`config.mk`:
```
export PLATFORM = sky130hd
export DESIGN_NAME = bin2bcd_seq_flat
export DESIGN_NICKNAME = d
export VERILOG_FILES = /design/src/rtl/bin2bcd_seq_if.sv /design/src/rtl/bin2bcd_seq.sv /design/src/flat_wrapper.sv
export SDC_FILE = /design/constraint.sdc
export NUM_CORES = 1
export LEC_CHECK = 0
export CAP_MARGIN = 20
export CORE_ASPECT_RATIO = 0.5
export CORE_UTILIZATION = 50
export DETAILED_ROUTE_END_ITERATION = 6
export HOLD_SLACK_MARGIN = 0.03
export PLACE_DENSITY = 0.74
export SLEW_MARGIN = 10
export SYNTH_ARGS = -nofsm -noshare
export SYNTH_HDL_FRONTEND = slang
export SYNTH_SLANG_ARGS = --single-unit
```
`constraint.sdc`:
```
create_clock -name clk -period 2 [get_ports clk]
set_clock_uncertainty 0.05 [all_clocks]
set_input_delay 0.2 -clock clk [delete_from_list [all_inputs] [get_ports clk]]
set_output_delay 0.2 -clock clk [all_outputs]
set_load 0.01 [all_outputs]
```
`src/rtl/bin2bcd_seq_if.sv`:
```
// rtl/bin2bcd_seq_if.sv - start/busy/done handshake bundle for the binary-to-BCD converter
interface bin2bcd_seq_if #(
  parameter int WIDTH  = 32,
  parameter int DIGITS = 10
);
  logic                  start;
  logic [WIDTH-1:0]      bin_in;
  logic                  busy;
  logic                  done;
  logic [4*DIGITS-1:0]   bcd_out;
  logic                  overflow;

  modport master (
    output start, bin_in,
    input  busy, done, bcd_out, overflow
  );

  modport slave (
    input  start, bin_in,
    output busy, done, bcd_out, overflow
  );
endinterface

```
`src/rtl/bin2bcd_seq.sv`:
```
// rtl/bin2bcd_seq.sv - iterative double-dabble binary-to-BCD converter, one input bit per clock
module bin2bcd_seq #(
  parameter int WIDTH  = 32,
  parameter int DIGITS = 10
) (
  input logic          clk,
  input logic          rst,
  bin2bcd_seq_if.slave bus
);
  localparam int CW = $clog2(WIDTH + 1);
  localparam int BW = 4 * DIGITS;

  typedef enum logic [1:0] {IDLE, SHIFT, DONE} state_t;

  state_t            state, state_n;
  logic [WIDTH-1:0]  shift_reg;
  logic [BW-1:0]     scratch;
  logic [CW-1:0]     cnt;
  logic              sticky;
  logic [BW-1:0]     bcd_q;
  logic              ovf_q;
  logic              busy_c;
  logic              done_c;

  logic [BW-1:0]     adj;
  logic [BW-1:0]     scratch_sh;
  logic [WIDTH-1:0]  shift_sh;
  logic              out_bit;
  logic              last_shift;

  // Per-digit add-3 correction; digits never carry into each other.
  for (genvar d = 0; d < DIGITS; d++) begin : g_adj
    assign adj[4*d +: 4] = (scratch[4*d +: 4] >= 4'd5) ? scratch[4*d +: 4] + 4'd3
                                                       : scratch[4*d +: 4];
  end

  assign out_bit    = adj[BW-1];
  assign scratch_sh = {adj[BW-2:0], shift_reg[WIDTH-1]};
  assign shift_sh   = {shift_reg[WIDTH-2:0], 1'b0};
  assign last_shift = (cnt == CW'(1));

  always_ff @(posedge clk) begin
    if (rst) begin
      state <= IDLE;
    end else begin
      state <= state_n;
    end
  end

  always_comb begin
    state_n = state;
    busy_c  = 1'b0;
    done_c  = 1'b0;
    case (state)
      IDLE: begin
        if (bus.start) state_n = SHIFT;
      end
      SHIFT: begin
        busy_c = 1'b1;
        if (last_shift) state_n = DONE;
      end
      DONE: begin
        done_c  = 1'b1;
        state_n = bus.start ? SHIFT : IDLE;
      end
      default: state_n = IDLE;
    endcase
  end

  always_ff @(posedge clk) begin
    if (rst) begin
      shift_reg <= '0;
      scratch   <= '0;
      cnt       <= '0;
      sticky    <= 1'b0;
      bcd_q     <= '0;
      ovf_q     <= 1'b0;
    end else begin
      case (state)
        IDLE, DONE: begin
          if (bus.start) begin
            shift_reg <= bus.bin_in;
            scratch   <= '0;
            sticky    <= 1'b0;
            cnt       <= CW'(WIDTH);
          end
        end
        SHIFT: begin
          shift_reg <= shift_sh;
          scratch   <= scratch_sh;
          sticky    <= sticky | out_bit;
          cnt       <= cnt - CW'(1);
          // Result is published on the edge that enters DONE.
          if (last_shift) begin
            bcd_q <= scratch_sh;
            ovf_q <= sticky | out_bit;
          end
        end
        default: ;
      endcase
    end
  end

  assign bus.busy     = busy_c;
  assign bus.done     = done_c;
  assign bus.bcd_out  = bcd_q;
  assign bus.overflow = ovf_q;
endmodule

```
`src/flat_wrapper.sv`:
```
// flat-port wrapper written by rule: the top's interface ports become plain ports
module bin2bcd_seq_flat 
#(
  parameter int WIDTH  = 32,
  parameter int DIGITS = 10
)
  (clk, rst, bus_start, bus_bin_in, bus_busy, bus_done, bus_bcd_out, bus_overflow);
  bin2bcd_seq_if #(.WIDTH(WIDTH), .DIGITS(DIGITS)) bus_i ();
  input logic clk;
  input logic rst;
  input wire logic [$bits(bus_i.start)-1:0] bus_start;
  input wire logic [$bits(bus_i.bin_in)-1:0] bus_bin_in;
  output wire logic [$bits(bus_i.busy)-1:0] bus_busy;
  output wire logic [$bits(bus_i.done)-1:0] bus_done;
  output wire logic [$bits(bus_i.bcd_out)-1:0] bus_bcd_out;
  output wire logic [$bits(bus_i.overflow)-1:0] bus_overflow;
  assign bus_i.start = bus_start;
  assign bus_i.bin_in = bus_bin_in;
  assign bus_busy = bus_i.busy;
  assign bus_done = bus_i.done;
  assign bus_bcd_out = bus_i.bcd_out;
  assign bus_overflow = bus_i.overflow;
  bin2bcd_seq #(.WIDTH(WIDTH), .DIGITS(DIGITS)) u_core (.clk(clk), .rst(rst), .bus(bus_i));
endmodule
```
; Word-level counts from Yosys, hierarchy flattened
; Cells that the tools add are included.
[totals]
register_bits = 122
inputBits = 35
output_inout_bits = 43
[classes]
n_addsub = 11
n_eq_ne = 6
n_reduce_logical = 6
n_lt_le_gt_ge = 10
muxes = 24
n_bitwise = 1
[op_table]
columns = op, count
row1 = 40-bit one-hot mux with 2 select lines, 1
row2 = 32-bit one-hot mux with 2 select lines, 1
row3 = "4-bit by 2-bit adder with 4-bit output, second input constant", 10
row4 = "4-bit by 3-bit greater-or-equal comparator with 1-bit output, second input constant", 10
row5 = 4-bit two-way mux, 10
row6 = 40-bit two-way mux, 1
row7 = 32-bit two-way mux, 1
row8 = 6-bit one-hot mux with 2 select lines, 1
row9 = "6-bit by 1-bit equality test with 1-bit output, second input constant", 1
row10 = 6-bit two-way mux, 1
row11 = 2-bit one-hot mux with 3 select lines, 1
row12 = 2-bit AND reduction, 3
row13 = "6-bit by 1-bit subtractor with 6-bit output, second input constant", 1
row14 = 1-bit two-way mux, 4
row15 = 2-bit two-way mux, 2
row16 = "2-bit inequality test, second input constant", 2
row17 = "2-bit by 1-bit equality test with 1-bit output, second input constant", 1
row18 = "2-bit equality test, second input constant", 1
row19 = 2-bit logical NOT, 1
row20 = "2-bit by 1-bit inequality test with 1-bit output, second input constant", 1
row21 = 1-bit one-hot mux with 2 select lines, 1
row22 = 2-bit nonzero test, 1
row23 = 2-bit OR reduction, 1
row24 = 1-bit OR, 1

; Depth between registers and ports, before layout
; Gate-level depths: netlist of run 1.
[depth]
ltp_word = 4
ltp_mapped = 7

; Worst setup path before layout of run 1
; Ideal clock, no wire load.
[synth_path]
kind = register -> register
from = register u_core.scratch[5]
to = register u_core.bcd_q[6], in the netlist u_core.bus.bcd_out[6]
setup_slack_ns = 0.492
setup_ns = 0.075
required_time_ns = 1.875
n_path_buf = 0
arrival_ns = 1.383
stages_incl_launch_ff = 7
period_less_slack_ns = 1.508
cell_sequence = dfxtp_1 -> inv_1 -> ha_1 -> nand2b_1 -> a21oi_1 -> mux2_2 -> o22ai_1
[synth_via]
elab_chain_cells = 2
elab_cells_between_ends = 3
classes_between = add/sub (1) / order compare (1) / mux (1)
[synth_rtl]
columns = item, line_no
row1 = "start, declared", bin2bcd_seq.sv:17  ; logic [BW-1:0] scratch;
row2 = "start signal, assigned", bin2bcd_seq.sv:90  ; scratch <= scratch_sh;
row3 = 4-bit by 2-bit adder with 4-bit output or 4-bit by 3-bit greater-or-equal comparator with 1-bit output (tied branches), bin2bcd_seq.sv:33  ; assign adj[4*d +: 4] = (scratch[4*d +: 4] >= 4'd5) ? scratch[4*d +: 4] + 4'd3
row4 = 4-bit two-way mux (*), bin2bcd_seq.sv:33
row5 = "end signal, assigned", bin2bcd_seq.sv:95  ; bcd_q <= scratch_sh;
row6 = "end, declared", bin2bcd_seq.sv:20  ; logic [BW-1:0] bcd_q;
; Mark *: on every way between the ends. The rest lies on a longest branch, timed or not.
; A chain may end at the register's enable or synchronous reset.

; Worst setup path in the final report of run 1
[layout_path]
from = register u_core.state[1]
to = output port bus_busy
[layout_via]
elab_chain_cells = 2
[layout_rtl]
columns = item, line_no
row1 = "start, declared", bin2bcd_seq.sv:15  ; state_t state, state_n;
row2 = "start signal, assigned", bin2bcd_seq.sv:46  ; state <= state_n;
row3 = 2-bit by 1-bit equality test with 1-bit output, bin2bcd_seq.sv:54  ; case (state)
row4 = 1-bit two-way mux, bin2bcd_seq.sv:54
row5 = "end, declared", flat_wrapper.sv:13  ; output wire logic [$bits(bus_i.busy)-1:0] bus_busy;
; No other way between the ends.

==> results of run 1 <==
==> metrics by stage <==
stage | power, mW | hold WS, ns | util (%)
floorplan | 2.907 | 0.3108 | -
global placement | 3.087 | 0.3928 | 61.20
detailed placement | 3.095 | 0.3985 | 61.20
CTS | 6.477 | 0.1626 | 67.56
global route | 6.668 | 0.1737 | 67.56
finish | 6.435 | 0.1620 | 67.56
==> critical path, delay by kind of cell (launching register included) <==
kind | cells | cell delay [ns]
simple gates | 1 | 0.24
flops | 1 | 0.30
buf+inv | 3 | 0.58
==> per-layer routing <==
| layer | GRT usage, % | vias up | wire (µm) | share of wire, % |
|---|---|---|---|---|
| met5 | 0 | - | 0 | 0 |
| met4 | 8.687 | 0 | 123 | 1.0 |
| met3 | 4.671 | 12 | 510 | 4.3 |
| met2 | 37.27 | 82 | 5724 | 48 |
| met1 | 28.10 | 2108 | 5599 | 47 |
| li1 | - | 2218 | - | - |
==> power by group <==
group / internal [mW] / switching [mW]
Sequential: 2.51 / 0.0444
Combinational: 0.229 / 0.265
Clock: 2.25 / 1.14
Total: 4.99 / 1.45
==> worst min path at each step <==
stage | from | endpoint | slack [ns] | cells past startpoint
after global placement | u_core.shift_reg[28] | u_core.shift_reg[28] | 0.39 | 2
after CTS | rst | u_core.scratch[31] | 0.16 | 2
after detailed placement | u_core.shift_reg[28] | u_core.shift_reg[28] | 0.40 | 2
final | rst | u_core.scratch[39] | 0.16 | 2
after floorplan | bus_bin_in[0] | u_core.shift_reg[0] | 0.31 | 2
after global routing | rst | u_core.scratch[39] | 0.17 | 2
==> cell families after synthesis <==
family                   Yosys count  synth area share, %
AO/OA/AOI/OAI                    191                25.02
AND/OR/NAND/NOR                  169                15.20
flip-flops                       122                44.61
buffers and inverters             63                5.896
adder cells (fa/ha/maj)           22                5.027
multiplexers                      13                2.651
XOR/XNOR                          10                1.600
==> cells in the final DEF, fill, tap and decap left out, types with 19 or more instances in the layout <==
master,count
sky130_fd_sc_hd__inv_1,24
sky130_fd_sc_hd__a22oi_1,33
sky130_fd_sc_hd__nand2_1,62
sky130_fd_sc_hd__nor2_1,44
sky130_fd_sc_hd__nor3b_1,21
sky130_fd_sc_hd__o21ai_0,34
sky130_fd_sc_hd__dfxtp_1,122
sky130_fd_sc_hd__a21oi_1,66
sky130_fd_sc_hd__a211oi_2,19
sky130_fd_sc_hd__nand2b_1,32
sky130_fd_sc_hd__ha_1,22
sky130_fd_sc_hd__clkdlybuf4s50_1,75
==> area by class of cell <==
cell class | count | area (µm²)
Inverter | 25 | 93.84
Clock inverter | 14 | 220.2
Sequential cell | 122 | 2442
Fill cell | 819 | 3377
Timing Repair Buffer | 90 | 943.4
Multi-Input combinational cell | 405 | 2719
Tap cell | 140 | 175.2
Clock buffer | 18 | 439.2
==> results.yml, run 1 <==
sta:
  finalSetupViolCount: 0
  final.period_utilization_pct: 88.92
  finalWorstPathRequiredPeriod_ns: 1.778
  final-hold-violation-count: 0
  timing_max_transition_violations_final: 0
  timing.max_slew.rel_slack_pct: 62.84
  fmaxAchievable_mhz: 562.3
  worst-slew-pin-transition_ns: 0.5524
  setup_tns_ns: 0
  setup_ws_ns: 0.2216
  grt_setup_unrepaired: "no"
clock_tree:
  post_cts.resized_instances: 2
  tritoncts: "done"
  clk_pin_slew_ns: 0.06
  cts-buffers-inserted: 17
  ctsRootBufferMaster: "sky130_fd_sc_hd__clkbuf_16"
  cts_hold_buffers: 0
  cts_buffer_depth: 2
  ctsHtreeMaxLevel: 4
  clkSinkCount: 122
  cts_setup_buffers: 0
  insertion_delay_ns: 0.41
yosys:
  synth-async-reset-ratio_pct: 0
  ys_types: 34
  mappedNetlistNets: 647
  synth-edff-count: 0
  ys_warn_count: 0
  synthCells: 590
  ys_ff_latch: 122
  cell_types_occupying_the_most_area_after_synthesis: "sky130_fd_sc_hd__dfxtp_1 45%, sky130_fd_sc_hd__a21oi_1 6.0%, sky130_fd_sc_hd__ha_1 5.0%, sky130_fd_sc_hd__a22oi_1 4.5%, sky130_fd_sc_hd__a211oi_2 4.3%"
  syn_area_per_cell_um2: 9.280
  synthesis.area_mm2: 0.005475
  yosysMostFrequentCell: "sky130_fd_sc_hd__dfxtp_1"
  synth.cells.most_frequent: "122 x sky130_fd_sc_hd__dfxtp_1, 66 x sky130_fd_sc_hd__a21oi_1, 62 x sky130_fd_sc_hd__nand2_1"
  yosys.area.top_type: "sky130_fd_sc_hd__dfxtp_1"
  synth-main-ff-cell: "sky130_fd_sc_hd__dfxtp_1"
  synth_top_cell_area_share_pct: 44.61
  synth-seq-area-share_pct: 44.61
layout:
  finalInstanceArea_mm2: 0.007033
  antenna_cells: 0
  fin_nets: 718
  final_cell_count_no_fill: 814
  final_layout_size_suffix_gt1_share_pct: 15.13
  flow.area_growth_from_synthesis_pct: 28.45
setup_path:
  worstSetupEndpointType: "output port"
  setup.worst_path.start_class: "flop"
  critical_r2r_launch: "u_core.state[1]"
  rr_worst_depth: 5
  worst_ep_required_time_ns: 1.75
  crit_path_top_delay_cell: "sky130_fd_sc_hd__dfxtp_1"
  setup.worst_path.start: "u_core.state[1]"
  crit_fanout: 18
  critical_path.endpoint: "bus_busy"
  critical-path-max-stage-delay_ns: 0.30
  reg2reg_to: "u_core.bus.bcd_out[2]"
  worst_ep_arrival_time_ns: 1.53
  critical_path.cell_chain: "nand2b_2 > inv_2 > buf_6 > dlygate4sd2_1"
  critPathKind: "reg -> out"
  r2r_setup_slack_ns: 0.26
drt:
  finalWirelength_um: 11960
  firstDrtPassIters: 5
  drcViolationCount: 0
  detail_route.iter0.violations: 210
  routed-via-count: 4420
  vias_per_cell: 5.430
  final_antenna_net_count: 0
  routed_wire_length_per_instance_um: 14.69
place:
  instance_area_after_placement_mm2: 0.006371
  io_buffer_count: 77
  place_congestion: 0.7626
  detailedPlacementHpwl_um: 7403
  pre_cts_ws_ns: 0.2496
  numPlacedInstances: 782
floorplanning:
  die_area_mm2: 0.01140
  floorplan.rows: 26
  initial_utilization_pct: 52.60
  die_h_um: 76.00
  die_w_um: 150.0
  area_of_the_core_region_mm2: 0.01041
  top_level_ports: 78
global_route:
  largest_net_degree_at_the_start_of_global_routing: 62
  global_route.usage.total_pct: 22.29
  wire_length_of_the_first_global_routing_pass_um: 20250
  antenna_violations_before_repair: 0
  grt_overflow_total: 0
  grt_pass1_vias: 4282
power_and_ir_drop:
  vdd_ir_drop_max_mv: 0.5220
  power_density_mw_per_mm2: 915.0
  power.leakage_nw: 2.398
flow_run:
  maxCapViolCount: 0
worst_hold_path:
  min-delay-path-class: "in -> reg"
run_status:
  outcome: "completed"
Power figures use the tool's default switching activity.
==> run 2, diff against run 1 <==
- ABC_CLOCK_PERIOD_IN_PS: unset -> 1800
- clock period: 2 -> 1.8 ns (I/O delays scaled with it)
==> run 2 against run 1 <==
Via count is 0.29% lower. Combinational power up 11%. Hold slack got worse by 0.095 ns. Clock-buffer cell count up 6. Routed wire length is 0.58% lower. Highest routed layer unchanged.
==> results.yml, run 2 (same netlist as run 1, synthesis figures left out) <==
run_status:
  outcome: "completed"
global_route:
  largest_net_degree_at_the_start_of_global_routing: 63
  global_route.usage.total_pct: 22.00
  antenna_violations_before_repair: 0
  wire_length_of_the_first_global_routing_pass_um: 20000
  grt_overflow_total: 0
  grt_pass1_vias: 4165
floorplanning:
  die_w_um: 150.0
  die_h_um: 76.00
  die_area_mm2: 0.01140
  top_level_ports: 78
  initial_utilization_pct: 52.60
  floorplan.rows: 26
  area_of_the_core_region_mm2: 0.01041
place:
  pre_cts_ws_ns: 0.07975
  detailedPlacementHpwl_um: 7425
  place_congestion: 0.7774
  instance_area_after_placement_mm2: 0.006371
  io_buffer_count: 77
worst_hold_path:
  hold_path.startpoint: "rst"
  min_delay_worst_endpoint: "u_core.scratch[27]"
  min-delay-path-class: "in -> reg"
  holdPathStages: 2
setup_path:
  cp.depth: 6
  crit_fanout: 3
  worst_ep_arrival_time_ns: 1.98
  cp.buffers_inverters: 1
  r2r_setup_slack_ns: 0.11
  critical_r2r_launch: "u_core.scratch[25]"
  critical-path-max-stage-delay_ns: 0.39
  critPathKind: "reg -> reg"
  critical_path.cell_chain: "inv_1 > ha_1 > nand2b_1 > a21oi_1 > mux2_2 > o21ai_0"
  setup.worst_path.start_class: "flop"
  rr_worst_depth: 6
  reg2reg_to: "u_core.scratch[26]"
  critical-path-top-delay-family: "compound AO/OA/AOI/OAI gates"
  worstSetupEndpointType: "flop"
  crit_path_top_delay_cell: "sky130_fd_sc_hd__mux2_2"
  worst_ep_required_time_ns: 2.09
drt:
  firstDrtPassIters: 5
  drcViolationCount: 0
  final_antenna_net_count: 0
  detail_route.iter0.violations: 247
  vias_per_cell: 5.421
  routed-via-count: 4407
  routed_wire_length_per_instance_um: 14.62
  finalWirelength_um: 11890
clock_tree:
  clk_pin_slew_ns: 0.06
  insertion_delay_ns: 0.41
  tritoncts: "done"
  ctsHtreeMaxLevel: 4
  cts_buffer_depth: 2
  ctsRootBufferMaster: "sky130_fd_sc_hd__clkbuf_16"
  cts-buffers-inserted: 17
  cts_setup_buffers: 0
  clkSinkCount: 122
sta:
  final-hold-violation-count: 0
  setup_ws_ns: 0.1082
  finalSetupViolCount: 0
  finalWorstPathRequiredPeriod_ns: 1.692
  timing_max_transition_violations_final: 0
  final.period_utilization_pct: 93.99
  timing.max_slew.rel_slack_pct: 64.02
  fmaxAchievable_mhz: 591.1
  worst-slew-pin-transition_ns: 0.5347
layout:
  flow.area_growth_from_synthesis_pct: 27.56
  finalInstanceArea_mm2: 0.006984
  most-common-layout-cells: "122 x sky130_fd_sc_hd__dfxtp_1, 75 x sky130_fd_sc_hd__clkdlybuf4s50_1, 63 x sky130_fd_sc_hd__a21oi_1"
  antenna_cells: 0
  layout_commonest_cell: "sky130_fd_sc_hd__dfxtp_1"
  fin_nets: 718
  final_layout_size_suffix_gt1_share_pct: 15.30
power_and_ir_drop:
  vdd_ir_drop_max_mv: 0.4655
  power_density_mw_per_mm2: 975.7
  power.leakage_nw: 2.376
flow_run:
  maxCapViolCount: 0
-- run 2: cell count changes in the layout (fill, tap and decap cells not counted), sizes merged --
cell	previous run	this run
clkbuf	18	24
bufinv	5	2
clkinv	7	4
inv	26	25
-- run 2: cell type report --
class | count | area [µm²]
Inverter | 25 | 93.84
Tap cell | 140 | 175.2
Sequential cell | 122 | 2442
Timing Repair Buffer | 90 | 943.4
Fill cell | 824 | 3426
Clock inverter | 7 | 87.58
Clock buffer | 24 | 511.7
Multi-Input combinational cell | 405 | 2730
-- run 2: timing repair --
action / CTS / global route
hold endpoints to repair: 0 / 0
resized for setup: 2 / 3
setup endpoints to repair: 1 / 4
hold buffers: 0 / 0
pin swaps: 0 / 0
-- run 2: per-layer routing --
layer | part of all wire [%] | GRT usage, % | vias up
met4 | 1.6 | 9.091 | 0
met2 | 46 | 34.77 | 82
li1 | - | - | 2211
met1 | 48 | 29.03 | 2093
met3 | 4.9 | 4.910 | 21
met5 | 0 | 0 | -
-- run 2: power by group --
part | switching (mW) | internal (mW)
Clock | 1.19 | 2.24
Sequential | 0.0488 | 2.79
Combinational | 0.293 | 0.257
-- run 2: worst max-delay path by stage --
| stage | from | to | slack, ns |
|---|---|---|---|
| detailed placement | bus_start | u_core.cnt[5] | 0.08 |
| global route | u_core.scratch[5] | u_core.scratch[6] | -0.007 |
| global placement | bus_start | u_core.cnt[5] | 0.15 |
| CTS | u_core.scratch[5] | u_core.bus.bcd_out[6] | 0.08 |
| finish | u_core.scratch[25] | u_core.scratch[26] | 0.11 |
| floorplan | u_core.scratch[5] | u_core.bus.bcd_out[6] | 0.29 |
-- run 2: per-stage QoR --
step	total power, mW	cells	hold slack (ns)	TNS, ns	utilization (%)
2_1_floorplan	3.230	590	0.2908	0	-
3_3_place_gp	3.431	782	0.3928	0	61.20
3_5_place_dp	3.442	782	0.3971	0	61.20
4_1_cts	6.861	813	0.06584	0	66.98
5_1_grt	7.056	813	0.08631	-0.006797	67.09
6_report	6.815	813	0.06662	0	67.09
==> run 3, diff against run 2 <==
- ABC_CLOCK_PERIOD_IN_PS: 1800 -> 2000
- clock period: 1.8 -> 2 ns (I/O delays scaled with it)
==> results of run 3 <==
Same layout as run 1: the final DEF is identical, and so are final timing and power.
